$ cat config.mk
export PLATFORM = sky130hd
export DESIGN_NAME = bcd_field_counter
export DESIGN_NICKNAME = d
export VERILOG_FILES = /design/src/rtl/bcd_field_counter.sv
export SDC_FILE = /design/constraint.sdc
export NUM_CORES = 1
export LEC_CHECK = 0
export ABC_CLOCK_PERIOD_IN_PS = 2400
export CORE_MARGIN = 4
export CORE_UTILIZATION = 40
export CTS_CLUSTER_SIZE = 40
export DETAILED_ROUTE_END_ITERATION = 8
export REMOVE_ABC_BUFFERS = 1
export SKIP_CTS_REPAIR_TIMING = 1
export SYNTH_ARGS = -nofsm -noshare
export SYNTH_HDL_FRONTEND = slang
export SYNTH_SLANG_ARGS = --single-unit
$ cat constraint.sdc
create_clock -name clk -period 2.4 [get_ports clk]
set_input_delay 0.48 -clock clk [delete_from_list [all_inputs] [get_ports clk]]
set_output_delay 0.48 -clock clk [all_outputs]
set_load 0.03 [all_outputs]
$ cat src/rtl/bcd_field_counter.sv
// Two-digit BCD time-field counter with wrap, carry/borrow, validated load
// and a tick-paced auto-repeat adjust FSM for the up/down buttons.
module bcd_field_counter #(
    parameter int unsigned MAX_VAL      = 59,
    parameter int unsigned MIN_VAL      = 0,
    parameter int unsigned HOLD_TICKS   = 8,
    parameter int unsigned REPEAT_TICKS = 2
) (
    input  logic       clk,
    input  logic       resetn,
    input  logic       count_inc,
    input  logic       count_dec,
    input  logic       set_mode,
    input  logic       adj_up,
    input  logic       adj_dn,
    input  logic       tick_en,
    input  logic       load,
    input  logic [3:0] new_tens,
    input  logic [3:0] new_ones,
    output logic [3:0] tens,
    output logic [3:0] ones,
    output logic       carry_out,
    output logic       borrow_out,
    output logic       at_max,
    output logic       load_err
);

    localparam logic [3:0] MAX_T = 4'(MAX_VAL / 10);
    localparam logic [3:0] MAX_O = 4'(MAX_VAL % 10);
    localparam logic [3:0] MIN_T = 4'(MIN_VAL / 10);
    localparam logic [3:0] MIN_O = 4'(MIN_VAL % 10);
    localparam logic [7:0] MAX8  = 8'(MAX_VAL);
    localparam logic [7:0] MIN8  = 8'(MIN_VAL);
    localparam int unsigned CNT_MAX = (HOLD_TICKS > REPEAT_TICKS) ? HOLD_TICKS : REPEAT_TICKS;
    localparam int unsigned CNT_W   = $clog2(CNT_MAX + 1);

    typedef enum logic [1:0] {S_IDLE, S_HOLD, S_REPEAT} state_t;

    state_t           state_q, state_d;
    logic             dir_q, dir_d;
    logic [CNT_W-1:0] cnt_q, cnt_d;
    logic [3:0]       tens_q, ones_q;
    logic [7:0]       val_d;
    logic             carry_q, carry_d;
    logic             borrow_q, borrow_d;
    logic             err_q, err_d;
    logic             step, step_up, latched, at_min, load_ok;
    logic [7:0]       load_val;

    function automatic logic [7:0] bcd_up(input logic [3:0] t, input logic [3:0] o);
        if (t == MAX_T && o == MAX_O) return {MIN_T, MIN_O};
        else if (o == 4'd9)           return {t + 4'd1, 4'd0};
        else                          return {t, o + 4'd1};
    endfunction

    function automatic logic [7:0] bcd_dn(input logic [3:0] t, input logic [3:0] o);
        if (t == MIN_T && o == MIN_O) return {MAX_T, MAX_O};
        else if (o == 4'd0)           return {t - 4'd1, 4'd9};
        else                          return {t, o - 4'd1};
    endfunction

    assign at_max   = (tens_q == MAX_T) && (ones_q == MAX_O);
    assign at_min   = (tens_q == MIN_T) && (ones_q == MIN_O);
    assign load_val = ({4'd0, new_tens} * 8'd10) + {4'd0, new_ones};
    assign load_ok  = (new_tens <= 4'd9) && (new_ones <= 4'd9) &&
                      (load_val >= MIN8) && (load_val <= MAX8);
    assign latched  = dir_q ? adj_up : adj_dn;

    // Adjust FSM: one step on press, then repeats paced by tick_en.
    always_comb begin
        state_d = state_q;
        dir_d   = dir_q;
        cnt_d   = cnt_q;
        step    = 1'b0;
        step_up = dir_q;
        if (!set_mode || load) begin
            state_d = S_IDLE;
            cnt_d   = '0;
        end else begin
            case (state_q)
                S_IDLE: begin
                    if (adj_up ^ adj_dn) begin
                        step    = 1'b1;
                        step_up = adj_up;
                        dir_d   = adj_up;
                        cnt_d   = '0;
                        state_d = S_HOLD;
                    end
                end
                S_HOLD, S_REPEAT: begin
                    if (!latched || (adj_up && adj_dn)) begin
                        state_d = S_IDLE;
                        cnt_d   = '0;
                    end else if (tick_en) begin
                        if (cnt_q == ((state_q == S_HOLD) ? CNT_W'(HOLD_TICKS - 1)
                                                          : CNT_W'(REPEAT_TICKS - 1))) begin
                            step    = 1'b1;
                            cnt_d   = '0;
                            state_d = S_REPEAT;
                        end else begin
                            cnt_d = cnt_q + CNT_W'(1);
                        end
                    end
                end
                default: begin
                    state_d = S_IDLE;
                    cnt_d   = '0;
                end
            endcase
        end
    end

    always_comb begin
        val_d    = {tens_q, ones_q};
        carry_d  = 1'b0;
        borrow_d = 1'b0;
        err_d    = 1'b0;
        if (load) begin
            if (load_ok) val_d = {new_tens, new_ones};
            else         err_d = 1'b1;
        end else if (step) begin
            val_d = step_up ? bcd_up(tens_q, ones_q) : bcd_dn(tens_q, ones_q);
        end else if (!set_mode && count_inc) begin
            val_d   = bcd_up(tens_q, ones_q);
            carry_d = at_max;
        end else if (!set_mode && count_dec) begin
            val_d    = bcd_dn(tens_q, ones_q);
            borrow_d = at_min;
        end
    end

    always_ff @(posedge clk or negedge resetn) begin
        if (!resetn) begin
            state_q  <= S_IDLE;
            dir_q    <= 1'b0;
            cnt_q    <= '0;
            tens_q   <= MIN_T;
            ones_q   <= MIN_O;
            carry_q  <= 1'b0;
            borrow_q <= 1'b0;
            err_q    <= 1'b0;
        end else begin
            state_q  <= state_d;
            dir_q    <= dir_d;
            cnt_q    <= cnt_d;
            tens_q   <= val_d[7:4];
            ones_q   <= val_d[3:0];
            carry_q  <= carry_d;
            borrow_q <= borrow_d;
            err_q    <= err_d;
        end
    end

    assign tens       = tens_q;
    assign ones       = ones_q;
    assign carry_out  = carry_q;
    assign borrow_out = borrow_q;
    assign load_err   = err_q;

endmodule
# Word level (Yosys, flattened, before mapping)
# Cells that the tools add are included.
totals:
  inputBits: 17
  out_inout_bits: 12
  wordCells: 91
  ff_bits: 18
op_classes:
  n_mux: 42
  eq_ne: 9
  n_reduce_logical: 20
  n_lt_le_gt_ge: 4
  n_mul: 1
  bitwise_logic: 1
  add_sub_neg: 6
ops:
  columns: ["op", "n"]
  rows:
  - ["8-bit 2-to-1 mux", 10]
  - ["4-bit 2-to-1 mux", 5]
  - ["1-bit 2-to-1 mux", 18]
  - ["4-bit by 1-bit adder with 4-bit output, second input constant", 3]
  - ["2-bit 2-to-1 mux", 5]
  - ["8-bit by 4-bit adder with 8-bit output", 1]
  - ["8-bit by 1-bit >= comparator with 1-bit output, second input constant", 1]
  - ["4-bit less-or-equal comparator, second input constant", 2]
  - ["8-bit by 6-bit less-or-equal comparator with 1-bit output, second input constant", 1]
  - ["1-bit logical AND", 8]
  - ["4-bit zero test", 2]
  - ["4-bit inequality test, second input constant", 2]
  - ["4-bit one-hot mux with 2 select lines", 1]
  - ["4-bit by 1-bit subtractor with 4-bit output, second input constant", 2]
  - ["4-bit by 3-bit multiplier with 7-bit output, second input constant", 1]
  - ["4-bit by 3-bit == test with 1-bit output", 1]
  - ["4-bit by 3-bit == test with 1-bit output, second input constant", 1]
  - ["4-bit == test, second input constant", 1]
  - ["2-bit one-hot mux with 2 select lines", 1]
  - ["2-bit AND reduction", 2]
  - ["4-bit nonzero test", 1]
  - ["3-bit 2-to-1 mux", 1]
  - ["3-bit inequality test, second input constant", 1]
  - ["3-bit AND reduction", 1]
  - ["other kinds (9)", 11]

# Longest topological paths before layout
# Gate-level depths: netlist of run 1.
logic_depth:
  depth_word: 10
  depth_mapped: 10

# Least setup slack after synthesis of run 1
# Ideal clock, no wire load.
synth_timing:
  kind: "input to register"
  from: "input port new_tens[1]"
  to: "register ones_q[2], in the netlist ones[2]"
  path_buffers: 1
  stages: 9
  path_slack_ns: -0.443
  t_arrival_ns: 2.718
  setup_ns: 0.125
  t_required_ns: 2.275
  path_cell_list: "ha_1 -> ha_1 -> fa_1 -> nor4_1 -> o21ai_0 -> a41o_1 -> and3_1 -> buf_6 -> mux2_4"
synth_via:
  elab_chain_len: 7
  word_cells_on_any_way: 10
  cone_classes: "add/sub (1); mul (1); order compare (3); eq/ne (1); reduce/logical (4)"
synth_rtl:
  columns: ["item", "line_no", "text"]
  rows:
  - ["start: declaration", "18", "input logic [3:0] new_tens,"]
  - ["4-bit by 3-bit multiplier with 7-bit output", "64", "assign load_val = ({4'd0, new_tens} * 8'd10) + {4'd0, new_ones};"]
  - ["8-bit by 4-bit adder with 8-bit output", "64", null]
  - ["8-bit by 1-bit >= comparator with 1-bit output", "66", "(load_val >= MIN8) && (load_val <= MAX8);"]
  - ["1-bit logical AND", "65", "assign load_ok = (new_tens <= 4'd9) && (new_ones <= 4'd9) &&"]
  - ["1-bit logical AND (*)", "66", null]
  - ["2-bit by 1-bit inequality test with 1-bit output (no source line) (*)", null, null]
  - ["2-bit AND reduction (no source line) (*)", null, null]
  - ["end signal: assignment", "147", "ones_q <= val_d[3:0];"]
  - ["end: declaration", "42", "logic [3:0] tens_q, ones_q;"]
# Mark *: on every way between the ends. The rest lies on a longest branch, timed or not.
# A chain may end at the register's enable or synchronous reset.

# Worst setup path in the final report of run 1
layout_timing:
  from: "input port new_tens[3]"
  to: "register ones_q[2], in the netlist ones[2]"
# Same word-level chain as after synthesis.

==> results of run 1 <==
==> cells by family (layout without fill, tap and decap cells) <==
| logic type | Yosys count | after routing |
|---|---|---|
| AO/OA/AOI/OAI | 77 | 77 |
| flip-flops | 18 | 18 |
| XOR/XNOR | 1 | 1 |
| multiplexers | 10 | 10 |
| buffers and inverters | 23 | 89 |
| adder cells (fa/ha/maj) | 18 | 18 |
| AND/OR/NAND/NOR | 92 | 92 |
==> path summary, 6_finish.rpt <==
kind                              from         to  slack (ns)  cells past startpoint
max                        new_tens[3]    ones[2]       -0.09                     10
min                           cnt_q[3]   cnt_q[3]        0.50                      1
max reg2reg                 state_q[1]    tens[3]        0.09                      9
min reg2reg                   cnt_q[3]   cnt_q[3]        0.50                      1
max in group asynchronous       resetn    tens[2]        1.64                      2
min in group asynchronous       resetn  carry_out        0.55                      2
==> cell type report <==
| cell class | instances | area share, % |
|---|---|---|
| sequential | 18 | 15.5 |
| timing repair buffer | 72 | 21.3 |
| tap | 67 | 2.88 |
| multi-input combinational | 198 | 56.8 |
| clock buffer | 4 | 1.89 |
| inverter | 13 | 1.68 |
==> stage by stage <==
step	hold WS (ns)	setup slack (ns)	utilization (%)	instance area (sq um)
global placement	0.476	-0.853	55.6	2680
global route	0.531	-0.139	60.4	2910
detailed placement	0.495	-0.904	55.6	2680
finish	0.495	-0.0873	60.4	2910
floorplan	0.184	-0.430	-	1990
CTS	0.504	-0.651	56.7	2730
==> per-layer routing <==
metal | part of all wire (%) | wire (um)
met2 | 47 | 2730
met1 | 49 | 2820
met3 | 2.4 | 137
met4 | 1.2 | 68
met5 | 0 | 0
==> power groups by stage <==
stage               logic, mW  registers, mW  clock network (mW)
floorplan               0.603          0.668                   0
global placement         1.25          0.524                   0
detailed placement       1.26          0.524                   0
CTS                      1.27          0.519               0.263
global route             1.48          0.539               0.277
finish                   1.36          0.520               0.256
==> state kept, by name (all words and copies together), names as in the netlist <==
name and cells:
cnt_q 4, dir_q 1, ones 4, state_q 2
carry_out 1, load_err 1, borrow_out 1, tens 4
==> cell usage in the layout, fill, tap and decap left out, types with 6 or more instances in the layout <==
cell type | netlist | routed
o21ai_0 | 16 | 15
nand2b_1 | 10 | 10
inv_1 | 12 | 12
dfrtp_1 | 18 | 18
mux2i_1 | 7 | 6
ha_1 | 16 | 9
nand2_1 | 22 | 22
a21oi_1 | 13 | 11
nor2_1 | 17 | 14
buf_4 | 0 | 44
clkdlybuf4s50_1 | 0 | 18
nand3_1 | 10 | 10
==> results summary, run 1 <==
The signed area change from the synthesized netlist to the final layout came out at 43.2%. The count of buffers from port buffering came out at 28. The clock tree buffer depth is 2. The post-synthesis register bit count came out at 18. The die covers 6290 sq um. The global routing usage on met1 came out at 26.4%. The number of vias in the routed layout came out at 2,082.

Measured against the total synthesized area, the mux share comes to 5.85%. Sequential elements use 22.2% of the synthesized area. Walking the worst path, the cells encountered are buf_8, ha_4, ha_4, fa_2, nand2_1, a21oi_2, o311ai_1, a41o_1, and3_4, mux2_4. The count of flip-flops with a built-in enable after synthesis is 0.

The switching part of the total power is 45.6%. The met3 global-route usage is 1.70%. The post-synth design cell area is 2030 sq um.

The critical-path maximum fanout is 5. The delay of the slowest cell on the worst path came out at 0.63 ns. The final routed wirelength across all metal layers came out at 5.76 mm. The run finished, with violations left. The cell that appears most often on the critical path is ha_4. The count of nets left with antenna violations after detail routing is 0. The highest achievable clock rate came out at 0.402 GHz. The number of cells produced by synthesis came out at 239.

The number of placement rows is 25. The arithmetic-cell share of the synthesized area counting full adders, half adders and majority gates is 11.8%. The first global-routing pass estimated 9.47 mm of wire. The final count of hold timing violations came to 0.

Counting both buffers and inverters, the worst setup path holds a total of 1. The worst setup path is launched from an input port. Counting tap cells, the placed design contains a total of 368 instances.

VDD sags by at most 0.540 mV. The most used flip-flop cell after synthesis is dfrtp_1. The cell family contributing the most delay on the critical path is adder cells. The number of buffers added by the clock tree synthesis step is 3. The detail-routed via count per cell came out at 5.60.

The slack of the critical path came out at -0.0873 ns. After synthesis, the most frequently instantiated cells are nand2_1, dfrtp_1, nor2_1. Setup repair after global routing could not meet its margin everywhere. In this run, the number of DRC markers left after iteration 0 of detailed routing was 125. The top cell type's share of synthesized area is 22.2%.

The part of the power in combinational logic is 63.7%. The met2 routing resource usage after global routing is 30.0%. The cell with the most instances after synthesis is nand2_1. The first TritonRoute pass finished after 4 iterations. The sequential cells in the finished layout cover a total of 450 sq um. Entering global routing, the biggest net connects 19 pins. The number of diodes came out at 0. In this run, distinct cell masters in the synthesized netlist total 69. After layout, the minimum clock period comes to 2.49 ns. The final reports fail on negative setup slack. The net switching power is 0.975 mW. The floorplan step set the die height to 79.3 um.

The DRC violation count after routing came out at 0. The clock transition at the register clock pins on the worst setup and hold paths after CTS came out at 0.08 ns. STA classifies the critical path endpoint as a flip-flop. The max-slew violation count came out at 0.

The cell at the root of the clock tree is clkbuf_8. For this configuration, the core starts out at a cell density of 42.2%. The multi-input combinational cells in the finished layout cover a total of 1650 sq um. Of the total synthesized cell area, the portion taken by AND, OR, NAND and NOR gates is 26.1%. The share of the clock period used by the worst path came out at 104%. The compound-gate portion of the synthesized area is 28.9%. The finished layout holds 372 standard cells, fillers aside. Data arrives at the worst endpoint at 2.63 ns.

The mean routed wirelength per cell is 15.5 um. The data required time at the worst endpoint is 2.54 ns. After global routing the overflow that remains totals 0. The horizontal extent of the die came out at 79.3 um. The slowest stage of the critical path is the fa_2 cell. The number of fill cells in the layout is 465. The CTS tree is built. The slew at the pin closest to its max-slew limit is 0.493 ns. The critical path is of the input port to flip-flop type.

The number of antenna violations at the first check in global routing is 0. The sequential share of power is 24.3%. The max-cap violation count came out at 0. The post-route total power is 2.14 mW. The clock insertion delay at the later pin of the skew report came out at 0.25 ns.

Headroom to the max-slew limit came out at 66.7%. The number of warnings reported in the yosys synthesis log is 0. The layer flagged by global routing as most heavily used is met2.

The global routing usage summed across all routing layers came out at 18.4%. The via count of the first global-routing pass is 1,987. The boundary pin count is 29. The internal portion of the total power is 1.16 mW.

The placed wire-length estimate came out at 4.50 mm. The tightest min-delay check is of the flip-flop to flip-flop type. The tree built by TritonCTS fans out to 18 sinks. The final layout contains 341 nets.

The fraction of synthesized cell area in xor and xnor cells is 0.431%. At the end of routability-driven placement, the weighted congestion stood at 0.874. The aggregate negative setup slack came out at -0.243 ns. By area the synthesized netlist is led by dfrtp_1, ha_1, nand2_1, o21ai_0, mux2i_1. Setup violations remaining at the end of the flow were counted as 4. By area, the combinational part of the netlist is dominated by compound AO/OA/AOI/OAI gates. Across the routed clock network, the largest skew measured is 0.00430 ns. The total power density per cell area came out at 734 nW/um^2.

The level count of the clock H-tree came out at 1. The average instance area after synthesis is 8.51 sq um. The core region is 4820 sq um. The dominant cell type by area after synthesis is dfrtp_1.

The proportion of synthesized flip-flops having asynchronous set or reset is 100%. The share of power burned in the clock network came out at 12.0%. The analysis attributes to cell leakage a power of 1.24 nW.

The share of layout cells above drive strength 1 is 31.1%.
(Power assumes the default switching activity.)
==> run 2, diff against run 1 <==
- ABC_CLOCK_PERIOD_IN_PS: 2400 -> 2810
- GPL_ROUTABILITY_DRIVEN: unset -> 1
- PLACE_DENSITY_LB_ADDON: unset -> 0.05
- clock period: 2.4 -> 2.81 ns (I/O delays scaled with it)
==> results summary, run 2 (same netlist as run 1, synthesis figures left out) <==
The count of buffers from port buffering came out at 28. The critical-path maximum fanout is 5. The repair_antennas step left the layout with diodes totalling 0. The share of the clock period used by the worst path came out at 97.2%. Compared with the post-synthesis result, the final layout area differs by 36.9%. STA classifies the critical path startpoint as an input port. The slack of the critical path is 0.0790 ns. The final count of hold timing violations is 0.

The total internal power is 0.970 mW. The slew at the pin closest to its max-slew limit came out at 0.438 ns. The total area inside the core boundary comes to 4820 sq um. The static power due to leakage is 1.20 nW. The detailed router placed 2,082 vias in this run. TritonCTS built the clock tree.

The worst setup timing slack at the placement stage is -0.602 ns. Across the routed clock network, the largest skew measured is 0.00642 ns. The net switching power is 0.798 mW. The boundary pin count came out at 29. The reg-to-reg setup timing slack is 0.48 ns. The wire-length estimate of the detail-placed layout is 4.35 mm. The max-slew violation count came to 0. After filler insertion, the fill cell instance count of the layout stands at 465.

The total congestion overflow came out at 0. The worst slew slack as a fraction of its limit is 70.0%. The global-route wire length before repair came out at 9.22 mm.

The floorplan step defined a die boundary enclosing 6290 sq um. The switching part of the total power is 45.1%. The library cells used most frequently in the layout, excluding fill and tap cells, are buf_4, clkdlybuf4s50_1, nand2_1. The detail-routed via count per cell came out at 5.63. The critical path class is input port to flip-flop. The final setup violation count came out at 0.

Across the run, the number of max-cap violations was 0. The share of layout cells above drive strength 1 is 23.4%. The share of power burned in the clock network came out at 12.6%. Clock latency on the worst-skew pair, taken at its later pin, is 0.26 ns. The floorplan has 25 rows. After detailed routing, the total wire length is 5.70 mm. Setup repair after global routing left no endpoint under its margin. The via count of the first global-routing pass came to 1,979. The data arrival time of the worst path came out at 2.89 ns.

The peak ir drop on the vdd network is 0.357 mV. From bottom edge to top edge, the die measures 79.3 um. For this run, the share of the core covered by cells in the final layout is 57.8%. The count of nets left with antenna violations after detail routing is 0.

The global routing usage summed across all routing layers is 18.6%. Once the floorplan was initialized, standard cells occupied 42.2% of the core. At the end of routability-driven placement, the weighted congestion stood at 0.928. From left edge to right edge, the die measures 79.3 um. The total clock sinks is 18. The level count of the clock H-tree is 1. The sequential share of power is 21.7%.

Entering global routing, the biggest net connects 20 pins. The DRC violation count after routing came out at 0. The net count reported at finish came out at 339.

Based on the critical path, the design can be clocked at up to 0.366 GHz. The tightest min-delay check is of the flip-flop to flip-flop type. The starting DRC count in detailed routing is 146.

Dividing the detail-routed wire length by the instance count gives 15.4 um. Per report_power, the combinational group accounts for 65.7% of the total. The run finished with clean final reports.

The clock transition at the register clock pins on the worst setup and hold paths after CTS is 0.08 ns. The capturing element type of the critical path is a flip-flop. For the worst setup path, the data required time is 2.96 ns. The number of buffers added by the clock tree synthesis step came out at 3.

The number of antenna violations at the first check in global routing came to 0. Counting I/O delays and the setup requirement, the final critical path takes 2.73 ns. The longest clock path from root to sink contains 2 buffers.

The number of iterations in the first detailed-routing pass is 4. The cell at the root of the clock tree is clkbuf_8. Power spread over the standard cell area amounts to 635 nW/um^2. The library cell used most frequently in the layout, excluding fill and tap cells, is buf_4.
[run 2: power by group through the flow]
stage	sequential, mW	clock (mW)	combinational, mW
final	0.383	0.223	1.16
after detailed placement	0.387	0	1.13
after CTS	0.383	0.228	1.14
after global placement	0.386	0	1.13
after floorplan	0.571	0	0.515
after global routing	0.397	0.242	1.28
[run 2: final timing paths]
kind / endpoint / cells after the start / from
min in group asynchronous: dir_q / 2 / resetn
setup reg to reg: ones[2] / 9 / state_q[0]
hold reg to reg: cnt_q[3] / 1 / cnt_q[3]
max in group asynchronous: tens[1] / 2 / resetn
setup / recovery: ones[2] / 9 / new_tens[3]
hold / removal: cnt_q[3] / 1 / cnt_q[3]
[run 2: worst max-delay path: stages]
cell            delay (ns)
dlymetal6s2s_1        0.14
ha_1                  0.30
ha_2                  0.20
fa_2                  0.64
a31oi_1               0.11
o21ai_1               0.17
a41o_1                0.22
and3_4                0.23
mux2_4                0.30
[run 2: area by class of cell]
type | count | area [sq um] | area share, %
Multi-Input combinational cell | 198 | 1540 | 55.2
Tap cell | 67 | 83.8 | 3.01
Sequential cell | 18 | 450 | 16.2
Timing Repair Buffer | 70 | 609 | 21.9
Clock buffer | 4 | 55.1 | 1.98
Inverter | 13 | 48.8 | 1.75
[run 2: stage by stage]
step	setup TNS (ns)	hold slack (ns)	area (sq um)	std cells	power [mW]
final	0	0.490	2780	370	1.77
after CTS	-2.09	0.497	2720	370	1.75
after global routing	0	0.510	2780	370	1.91
after global placement	-4.02	0.477	2670	366	1.52
after detailed placement	-4.50	0.483	2670	366	1.52
after floorplan	-0.110	0.266	1990	229	1.09
[run 2: layer usage]
| metal | global-route usage [%] | wire (um) |
|---|---|---|
| met5 | 0 | 0 |
| met2 | 29.5 | 2570 |
| met4 | 6.70 | 131 |
| met1 | 25.6 | 2610 |
| met3 | 2.61 | 383 |
